$ cat config.mk
export PLATFORM = sky130hd
export DESIGN_NAME = pipe_cla_adder
export DESIGN_NICKNAME = d
export VERILOG_FILES = /design/src/rtl/booth_cla_pkg.sv /design/src/rtl/cla_group_logic.sv /design/src/rtl/pipe_cla_adder.sv
export SDC_FILE = /design/constraint.sdc
export NUM_CORES = 1
export LEC_CHECK = 0
export BUFFER_PORTS_ARGS = -buffer_cell sky130_fd_sc_hd__buf_4
export CORE_ASPECT_RATIO = 1.2
export CORE_MARGIN = 2
export CORE_UTILIZATION = 49
export DETAILED_ROUTE_END_ITERATION = 8
export MAX_ROUTING_LAYER = met4
export PLACE_DENSITY = 0.76
export SLEW_MARGIN = 25
export SYNTH_ARGS = -nofsm -noshare
export SYNTH_HDL_FRONTEND = slang
export SYNTH_SLANG_ARGS = --single-unit
export TNS_END_PERCENT = 100
$ cat constraint.sdc
create_clock -name clk -period 2.25 [get_ports clk]
set_input_delay 0.225 -clock clk [delete_from_list [all_inputs] [get_ports clk]]
set_output_delay 0.225 -clock clk [all_outputs]
set_load 0.05 [all_outputs]
$ cat src/rtl/booth_cla_pkg.sv
// booth_cla_pkg: shared types, defaults and parameter checks for the pipelined CLA adder.
package booth_cla_pkg;
   localparam int DEF_GROUP = 4;

   typedef struct packed {
      logic p;
      logic g;
   } pg_t;

   function automatic int groups_per_stage(input int width, input int group, input int stages);
      return (group > 0 && stages > 0) ? width / (group * stages) : 1;
   endfunction

   function automatic bit params_ok(input int width, input int group, input int stages);
      return width > 0 && group > 0 && stages > 0 && stages <= width / group &&
             width % (group * stages) == 0;
   endfunction
endpackage

$ cat src/rtl/cla_group_logic.sv
// cla_group_logic: N-bit carry lookahead, per-bit carries from cin plus group propagate/generate.
module cla_group_logic
   import booth_cla_pkg::*;
#(
   parameter int N = DEF_GROUP
) (
   input  logic         cin_i,
   input  logic [N-1:0] p_i,
   input  logic [N-1:0] g_i,
   output logic [N-1:0] c_o,
   output pg_t          pg_o
);
   // gn[i]/pr[i]: generate/propagate of bits [i-1:0] as flat sum-of-products
   logic [N:0] gn, pr;
   logic       term;

   always_comb begin
      gn = '0;
      pr = '0;
      term = 1'b0;
      for (int i = 0; i <= N; i++) begin
         pr[i] = 1'b1;
         for (int j = 0; j < i; j++) begin
            term = g_i[j];
            for (int m = j + 1; m < i; m++) term = term & p_i[m];
            gn[i] = gn[i] | term;
            pr[i] = pr[i] & p_i[j];
         end
      end
   end

   assign c_o = gn[N-1:0] | (pr[N-1:0] & {N{cin_i}});
   assign pg_o = '{p: pr[N], g: gn[N]};
endmodule

$ cat src/rtl/pipe_cla_adder.sv
// pipe_cla_adder: pipelined carry-lookahead adder/subtractor with valid/ready backpressure.
// Define PIPE_CLA_OVF_EN to build the registered signed-overflow output; otherwise ovf is 0.
module pipe_cla_adder
   import booth_cla_pkg::*;
#(
   parameter int WIDTH  = 32,
   parameter int GROUP  = DEF_GROUP,
   parameter int STAGES = 2
) (
   input  logic             clk,
   input  logic             rst_n,
   input  logic             in_valid,
   output logic             in_ready,
   input  logic [WIDTH-1:0] a,
   input  logic [WIDTH-1:0] b,
   input  logic             cin,
   input  logic             sub,
   output logic             out_valid,
   input  logic             out_ready,
   output logic [WIDTH-1:0] sum,
   output logic             cout,
   output logic             ovf
);
   localparam int SW = WIDTH / STAGES;
   localparam int NG = groups_per_stage(WIDTH, GROUP, STAGES);

   if (!params_ok(WIDTH, GROUP, STAGES)) begin : g_bad_params
      $error("pipe_cla_adder: WIDTH must be a multiple of GROUP*STAGES");
   end

   // a/b' are kept shifted so the next slice is always at bit 0; sum slices enter from the top
   logic [WIDTH-1:0]  a_q [STAGES], bp_q [STAGES], s_q [STAGES];
   logic [WIDTH-1:0]  a_d [STAGES], bp_d [STAGES], s_d [STAGES];
   logic [WIDTH-1:0]  a_x [STAGES], bp_x [STAGES], s_x [STAGES];
   logic [STAGES-1:0] v_q, v_d, c_q, c_d, c_x, ld;
`ifdef PIPE_CLA_OVF_EN
   logic              ovf_q, ovf_d;
`endif

   for (genvar k = 0; k < STAGES; k++) begin : g_stage
      logic [SW-1:0] p, g, cv;
      logic [NG:0]   sp, sg, gc;
      pg_t           gpg [NG];
      logic          term;
      if (k == 0) begin : g_first
         assign a_x[k]  = a;
         assign bp_x[k] = sub ? ~b : b;
         assign s_x[k]  = '0;
         assign c_x[k]  = sub | cin;
         assign v_d[k]  = in_valid;
      end else begin : g_next
         assign a_x[k]  = a_q[k-1];
         assign bp_x[k] = bp_q[k-1];
         assign s_x[k]  = s_q[k-1];
         assign c_x[k]  = c_q[k-1];
         assign v_d[k]  = v_q[k-1];
      end
      assign p = a_x[k][SW-1:0] ^ bp_x[k][SW-1:0];
      assign g = a_x[k][SW-1:0] & bp_x[k][SW-1:0];
      for (genvar j = 0; j < NG; j++) begin : g_grp
         cla_group_logic #(.N(GROUP)) u_grp (
            .cin_i(gc[j]),
            .p_i  (p[j*GROUP +: GROUP]),
            .g_i  (g[j*GROUP +: GROUP]),
            .c_o  (cv[j*GROUP +: GROUP]),
            .pg_o (gpg[j])
         );
      end
      // second-level lookahead: group carry-ins straight from the stage carry-in
      always_comb begin
         sg = '0;
         sp = '0;
         term = 1'b0;
         for (int i = 0; i <= NG; i++) begin
            sp[i] = 1'b1;
            for (int j = 0; j < i; j++) begin
               term = gpg[j].g;
               for (int m = j + 1; m < i; m++) term = term & gpg[m].p;
               sg[i] = sg[i] | term;
               sp[i] = sp[i] & gpg[j].p;
            end
         end
      end
      assign gc      = sg | (sp & {(NG + 1){c_x[k]}});
      assign a_d[k]  = a_x[k] >> SW;
      assign bp_d[k] = bp_x[k] >> SW;
      assign s_d[k]  = WIDTH'({p ^ cv, s_x[k]} >> SW);
      assign c_d[k]  = gc[NG];
`ifdef PIPE_CLA_OVF_EN
      if (k == STAGES - 1) begin : g_ovf
         assign ovf_d = cv[SW-1] ^ gc[NG];
      end
`endif
   end

   always_comb begin
      ld = '0;
      ld[STAGES-1] = ~v_q[STAGES-1] | out_ready;
      for (int k = STAGES - 2; k >= 0; k--) ld[k] = ~v_q[k] | ld[k+1];
   end

   always_ff @(posedge clk or negedge rst_n) begin
      if (!rst_n) begin
         v_q <= '0;
         c_q <= '0;
         for (int k = 0; k < STAGES; k++) begin
            a_q[k]  <= '0;
            bp_q[k] <= '0;
            s_q[k]  <= '0;
         end
`ifdef PIPE_CLA_OVF_EN
         ovf_q <= 1'b0;
`endif
      end else begin
         for (int k = 0; k < STAGES; k++) begin
            if (ld[k]) v_q[k] <= v_d[k];
            if (ld[k] && v_d[k]) begin
               a_q[k]  <= a_d[k];
               bp_q[k] <= bp_d[k];
               s_q[k]  <= s_d[k];
               c_q[k]  <= c_d[k];
            end
         end
`ifdef PIPE_CLA_OVF_EN
         if (ld[STAGES-1] && v_d[STAGES-1]) ovf_q <= ovf_d;
`endif
      end
   end

   assign in_ready  = ld[0];
   assign out_valid = v_q[STAGES-1];
   assign sum       = s_q[STAGES-1];
   assign cout      = c_q[STAGES-1];
`ifdef PIPE_CLA_OVF_EN
   assign ovf = ovf_q;
`else
   assign ovf = 1'b0;
`endif
endmodule

==> impl_metrics.tcl, run 1 <==
set metrics [dict create \
    firstDrtPassIters 4 \
    p_clk_share_pct 17.4 \
    grt_overflow 0 \
    core_area_um2 9130 \
    nNetsFinal 661 \
    yosys_warnings 0 \
    clock_path_buffers 2 \
    ys_seq_elements 84 \
    finalSetupViolCount 9 \
    ir_drop_uv 414 \
    crit_fanout 3 \
    status "finished with violations" \
    area_growth_pct 31.1 \
    synth-edff-count 0 \
    dieWidth_um 92.6 \
    skew_ps 9.33 \
    layout_commonest_cell "buf_4" \
    max_slew_margin_pct 55.1 \
    grt_max_degree 52 \
    p_sw_share_pct 41.0 \
    p_int_uw 3730 \
    crit_family "compound AO/OA/AOI/OAI gates" \
    synth.distinct_cells 49 \
    start_util_pct 50.6 \
    n_antenna_cell 0 \
    cts_tree "yes" \
    route.detailed.drc 0 \
    synth.avg_cell_area_um2 10.9 \
    final_antenna_net_count 0 \
    setup_slack_ps -184 \
    powerDensity_nw_per_um2 1040 \
    rrSetupSlack_ps -180 \
    ys_seq_area_share_pct 45.5 \
    worstSetupStartpoint "a_q[38]" \
    finalHoldViolCount 0 \
    syn-num-nets 531 \
    clkTransAtPathRegs_ps 80 \
    max_freq_ghz 0.411 \
    vias 3506 \
    required_ps 2490 \
    fin_tns_setup_ps -880 \
    viasPerCell 5.17 \
    worst_slew_pin_slew_ps 674 \
    path_buf_inv 0 \
    cts.sinks 84 \
    num_rows 38 \
    syn_area_um2 4620 \
    min_period_over_period_pct 108 \
    busiest_layer "met2" \
    routedWlPerCell_um 14.5 \
    routed_wl_um 9800 \
    synth_flop_cell "dfrtp_1" \
    cap_violations 0 \
    cts_buffers 9 \
    numPortBuffers 104 \
    antenna_found_initial 0 \
    setup.worst_path.end "sum[31]" \
    h-tree-depth 3 \
    grt_setup_unrepaired "true" \
    reg2reg_from "a_q[38]" \
    instances_no_fill 678 \
    crit_chain "ha_1, and4_1, a221o_1, a2111oi_4, o31ai_2, o41ai_2, xor2_1, o21ai_1" \
    cp_slowest_stage_delay_ps 380 \
    grt_pass1_wl_um 16200 \
    gr-usage-met3_pct 3.54 \
    ioPinCount 106 \
    die_y_um 110 \
    worst-path-stages 8 \
    placedCellCount 658 \
    p_comb_share_pct 47.9 \
    layout_common_cells "buf_4, dfrtp_1, nand2_1" \
    place.gp.congestion 0.856 \
    dr.first_iter.drc_count 129 \
    violations "negative setup slack" \
    fill_cells 737 \
    grt_util_met2_pct 36.4 \
    worstSetupStartpointType "flip-flop" \
    die-area_um2 10200 \
    synthArstFlopShare_pct 100 \
    utilization_pct 66.4 \
    grt_pass1_vias 3551 \
    drive_gt1_share_pct 37.8 \
    grtUsageTotal_pct 20.8 \
    synth_cells 423 \
    multi_input_area_um2 2500 \
    pwr-share-seq_pct 34.8 \
    worst_r2r_endpoint "sum[31]" \
    cts-root-buf "clkbuf_8" \
    crit_type "flip-flop to flip-flop" \
    netSwitchingPower_uw 2600 \
    worstSetupEndpointType "flip-flop" \
    slew_violations 0 \
    worstPathArrival_ps 2670 \
    use_met1_pct 24.2 \
    critical-path-slowest-cell "dfrtp_1" \
    leakagePower_uw 0.00288 \
    min_period_ps 2430 \
    ff_latch_area_um2 2100 \
    dp_hpwl_um 7430 \
    rr_worst_depth 8 \
    holdCritPathClass "input pin to flip-flop" \
    clk_latency_ps 360 \
]
## routing by layer
layer  vias up  wire length [µm]  share of wire [%]
met5         -                 0                  0
met4         0               172                1.8
met3        15               438                4.5
met2        78              5170                 53
met1      1679              4020                 41
li1       1734                 -                  -
## logic make-up after synthesis
logic type	share of synthesized area, %
simple gates	8.67
compound gates	13.4
mux	8.53
buf+inv	2.71
flops	45.5
xor+xnor	9.86
other cells	0.0812
fa+ha+maj	11.3
## state kept, by name, summed over array words and instances, names as in the netlist
register,flops
s_d,16
sum,32
v_q,2
bp_q,16
c_q,2
a_q,16
## worst min-delay path by stage
stage | from | endpoint | slack (ps) | depth (start not counted)
global placement | rst_n | sum[23] | 300 | 1
detailed placement | rst_n | sum[22] | 300 | 1
finish | in_valid | v_q[0] | 80 | 2
CTS | in_valid | v_q[0] | 60 | 2
global route | in_valid | v_q[0] | 80 | 2
floorplan | rst_n | a_q[32] | -70 | 0
## through the flow
stage / hold slack (ps) / setup slack (ps) / cell area (µm²) / power (µW)
2_1_floorplan: -70.6 / -158 / 4700 / 4210
3_3_place_gp: 299 / -153 / 5760 / 5110
3_5_place_dp: 304 / -247 / 5760 / 5190
4_1_cts: 63.3 / -160 / 6010 / 6330
5_1_grt: 77.5 / -360 / 6060 / 6730
6_report: 78.7 / -184 / 6060 / 6320
## cell usage after synthesis, drive strengths merged (6+ instances only)
| cell | n | area, µm² |
|---|---|---|
| nand2 | 48 | 180 |
| buf | 8 | 35.0 |
| xor2 | 28 | 245 |
| a211oi | 6 | 50.1 |
| mux2 | 35 | 394 |
| a21oi | 11 | 55.1 |
| nor2 | 12 | 45.0 |
| fa | 6 | 120 |
| o21ai | 49 | 249 |
| xnor2 | 24 | 210 |
| clkbuf | 11 | 41.3 |
| dfrtp | 84 | 2100 |
| inv | 13 | 48.8 |
| ha | 32 | 400 |
## layout make-up
type	instances	share of cell area (%)
Inverter	13	0.805
Clock inverter	4	0.785
Clock buffer	12	2.56
Sequential cell	84	34.7
Tap cell	120	2.48
Timing Repair Buffer	138	17.3
Multi-Input combinational cell	307	41.3
## power groups by stage
stage / combinational (µW) / clock, µW / sequential [µW]
6_report: 3030 / 1100 / 2200
4_1_cts: 3010 / 1120 / 2200
3_5_place_dp: 2950 / 0 / 2230
2_1_floorplan: 1110 / 0 / 3100
5_1_grt: 3270 / 1200 / 2260
3_3_place_gp: 2900 / 0 / 2210
## timing repair
item	4_1_cts	5_1_grt
pin swaps	6	2
endpoints found under the setup margin	11	15
resized for setup	3	7
buffers inserted	3	0
hold endpoints to repair	50	0
cloned	0	0
hold buffers	1	0
Note: power is estimated with default switching activity, not from simulation.
==> run 2: changes to the inputs <==
--- a/config.mk
+++ b/config.mk
@@ -10,7 +10,6 @@
 export CORE_MARGIN = 2
 export CORE_UTILIZATION = 49
 export DETAILED_ROUTE_END_ITERATION = 8
-export MAX_ROUTING_LAYER = met4
 export PLACE_DENSITY = 0.76
 export SLEW_MARGIN = 25
 export SYNTH_ARGS = -nofsm -noshare
==> impl_metrics.tcl, run 2 (synthesized netlist as in run 1, its figures left out) <==
set metrics [dict create \
    status "finished with violations" \
    violations "negative setup slack" \
    grt_pass1_vias 3551 \
    ir_drop_uv 414 \
    routed_wl_um 9820 \
    leakagePower_uw 0.00288 \
    cts.sinks 84 \
    core_area_um2 9130 \
    grt_pass1_wl_um 16200 \
    dieWidth_um 92.6 \
    nNetsFinal 661 \
    vias 3504 \
    n_antenna_cell 0 \
    slew_violations 0 \
    finalHoldViolCount 0 \
    largest_reg_flops 32 \
    start_util_pct 50.6 \
    firstDrtPassIters 4 \
    p_comb_share_pct 47.9 \
    p_int_uw 3730 \
    h-tree-depth 3 \
    design_area_um2 6060 \
    p_sw_share_pct 41.0 \
    dp_slack_ps -247 \
    area_growth_pct 31.1 \
    skew_ps 9.77 \
    dp_hpwl_um 7430 \
    finalSetupViolCount 9 \
    worst_slew_pin_slew_ps 669 \
    worstSetupEndpointType "flip-flop" \
    grt_setup_unrepaired "true" \
    crit_type "flip-flop to flip-flop" \
    netSwitchingPower_uw 2600 \
    crit_fanout 3 \
    drive_gt1_share_pct 37.8 \
    setup_slack_ps -176 \
    min_period_ps 2430 \
    cts-root-buf "clkbuf_8" \
    die-area_um2 10200 \
    placedCellCount 658 \
    grtUsageTotal_pct 20.2 \
    antenna_found_initial 0 \
    clock_path_buffers 2 \
    num_rows 38 \
    cap_violations 0 \
    ioPinCount 106 \
    viasPerCell 5.17 \
    clk_latency_ps 360 \
    grt_overflow 0 \
    cts_tree "yes" \
    utilization_pct 66.4 \
    powerDensity_nw_per_um2 1040 \
    max_slew_margin_pct 55.4 \
    dr.first_iter.drc_count 130 \
    instances_no_fill 678 \
    clkTransAtPathRegs_ps 80 \
    worstSetupStartpointType "flip-flop" \
    required_ps 2490 \
    pwr-share-seq_pct 34.8 \
    grt_max_degree 52 \
    cts_buffers 9 \
    layout_commonest_cell "buf_4" \
    min_period_over_period_pct 108 \
    worstPathArrival_ps 2670 \
    route.detailed.drc 0 \
    holdCritPathClass "input pin to flip-flop" \
    final_antenna_net_count 0 \
    layout_common_cells "buf_4, dfrtp_1, nand2_1" \
    placed_area_um2 5760 \
    max_freq_ghz 0.412 \
    numPortBuffers 104 \
    routedWlPerCell_um 14.5 \
    p_clk_share_pct 17.4 \
    die_y_um 110 \
    place.gp.congestion 0.842 \
]
==> run 2: cell counts in the layout (fill, tap and decap cells not counted) <==
Identical to the previous run, type by type.
==> run 2: layout make-up <==
| type | count | area [µm²] |
|---|---|---|
| Tap cell | 120 | 150 |
| Fill cell | 737 | 3070 |
| Clock inverter | 4 | 47.5 |
| Clock buffer | 12 | 155 |
| Sequential cell | 84 | 2100 |
| Timing Repair Buffer | 138 | 1050 |
| Multi-Input combinational cell | 307 | 2500 |
| Inverter | 13 | 48.8 |
==> run 2: per-layer routing <==
| layer | wire [µm] | track usage, % | vias to the layer above |
|---|---|---|---|
| li1 | - | - | 1735 |
| met1 | 4050 | 24.4 | 1678 |
| met2 | 5120 | 36.0 | 75 |
| met3 | 437 | 3.13 | 16 |
| met4 | 202 | 9.14 | 0 |
| met5 | 0 | 0 | - |
==> run 2: path summary, 6_finish.rpt <==
check,cells past startpoint,start,slack [ps],to
setup / recovery,8,a_q[38],-180,sum[31]
hold / removal,2,in_valid,80,v_q[0]
setup reg to reg,8,a_q[38],-180,sum[31]
hold reg to reg,2,s_d[4],480,s_d[4]
max in group asynchronous,3,rst_n,1190,a_q[38]
min in group asynchronous,2,rst_n,440,sum[22]
==> run 2: per-stage QoR <==
step	total power [µW]	hold WS, ps	setup TNS, ps
2_1_floorplan	4210	-70.6	-721
3_3_place_gp	5110	299	-1300
3_5_place_dp	5190	304	-2610
4_1_cts	6330	63.3	-534
5_1_grt	6720	80.0	-2200
6_report	6320	78.3	-863
==> run 2: worst max-delay path, cell delays in order (launching register included) <==
cell	delay, ps
dfrtp_1	380
ha_1	310
and4_1	230
a221o_1	380
a2111oi_4	300
o31ai_2	150
o41ai_2	300
xor2_1	180
o21ai_1	70
==> run 2: power by group through the flow <==
stage	registers (µW)	logic (µW)	clock network, µW
after detailed placement	2230	2950	0
after global routing	2260	3270	1200
after floorplan	3100	1110	0
after CTS	2200	3010	1120
final	2200	3030	1100
after global placement	2210	2900	0
==> run 2: repair_timing <==
action | 4_1_cts | 5_1_grt
hold endpoints to repair | 50 | 0
gates resized for setup | 3 | 7
pin swaps | 6 | 2
hold buffers | 1 | 0
setup endpoints to repair | 11 | 15
setup buffers | 3 | 0
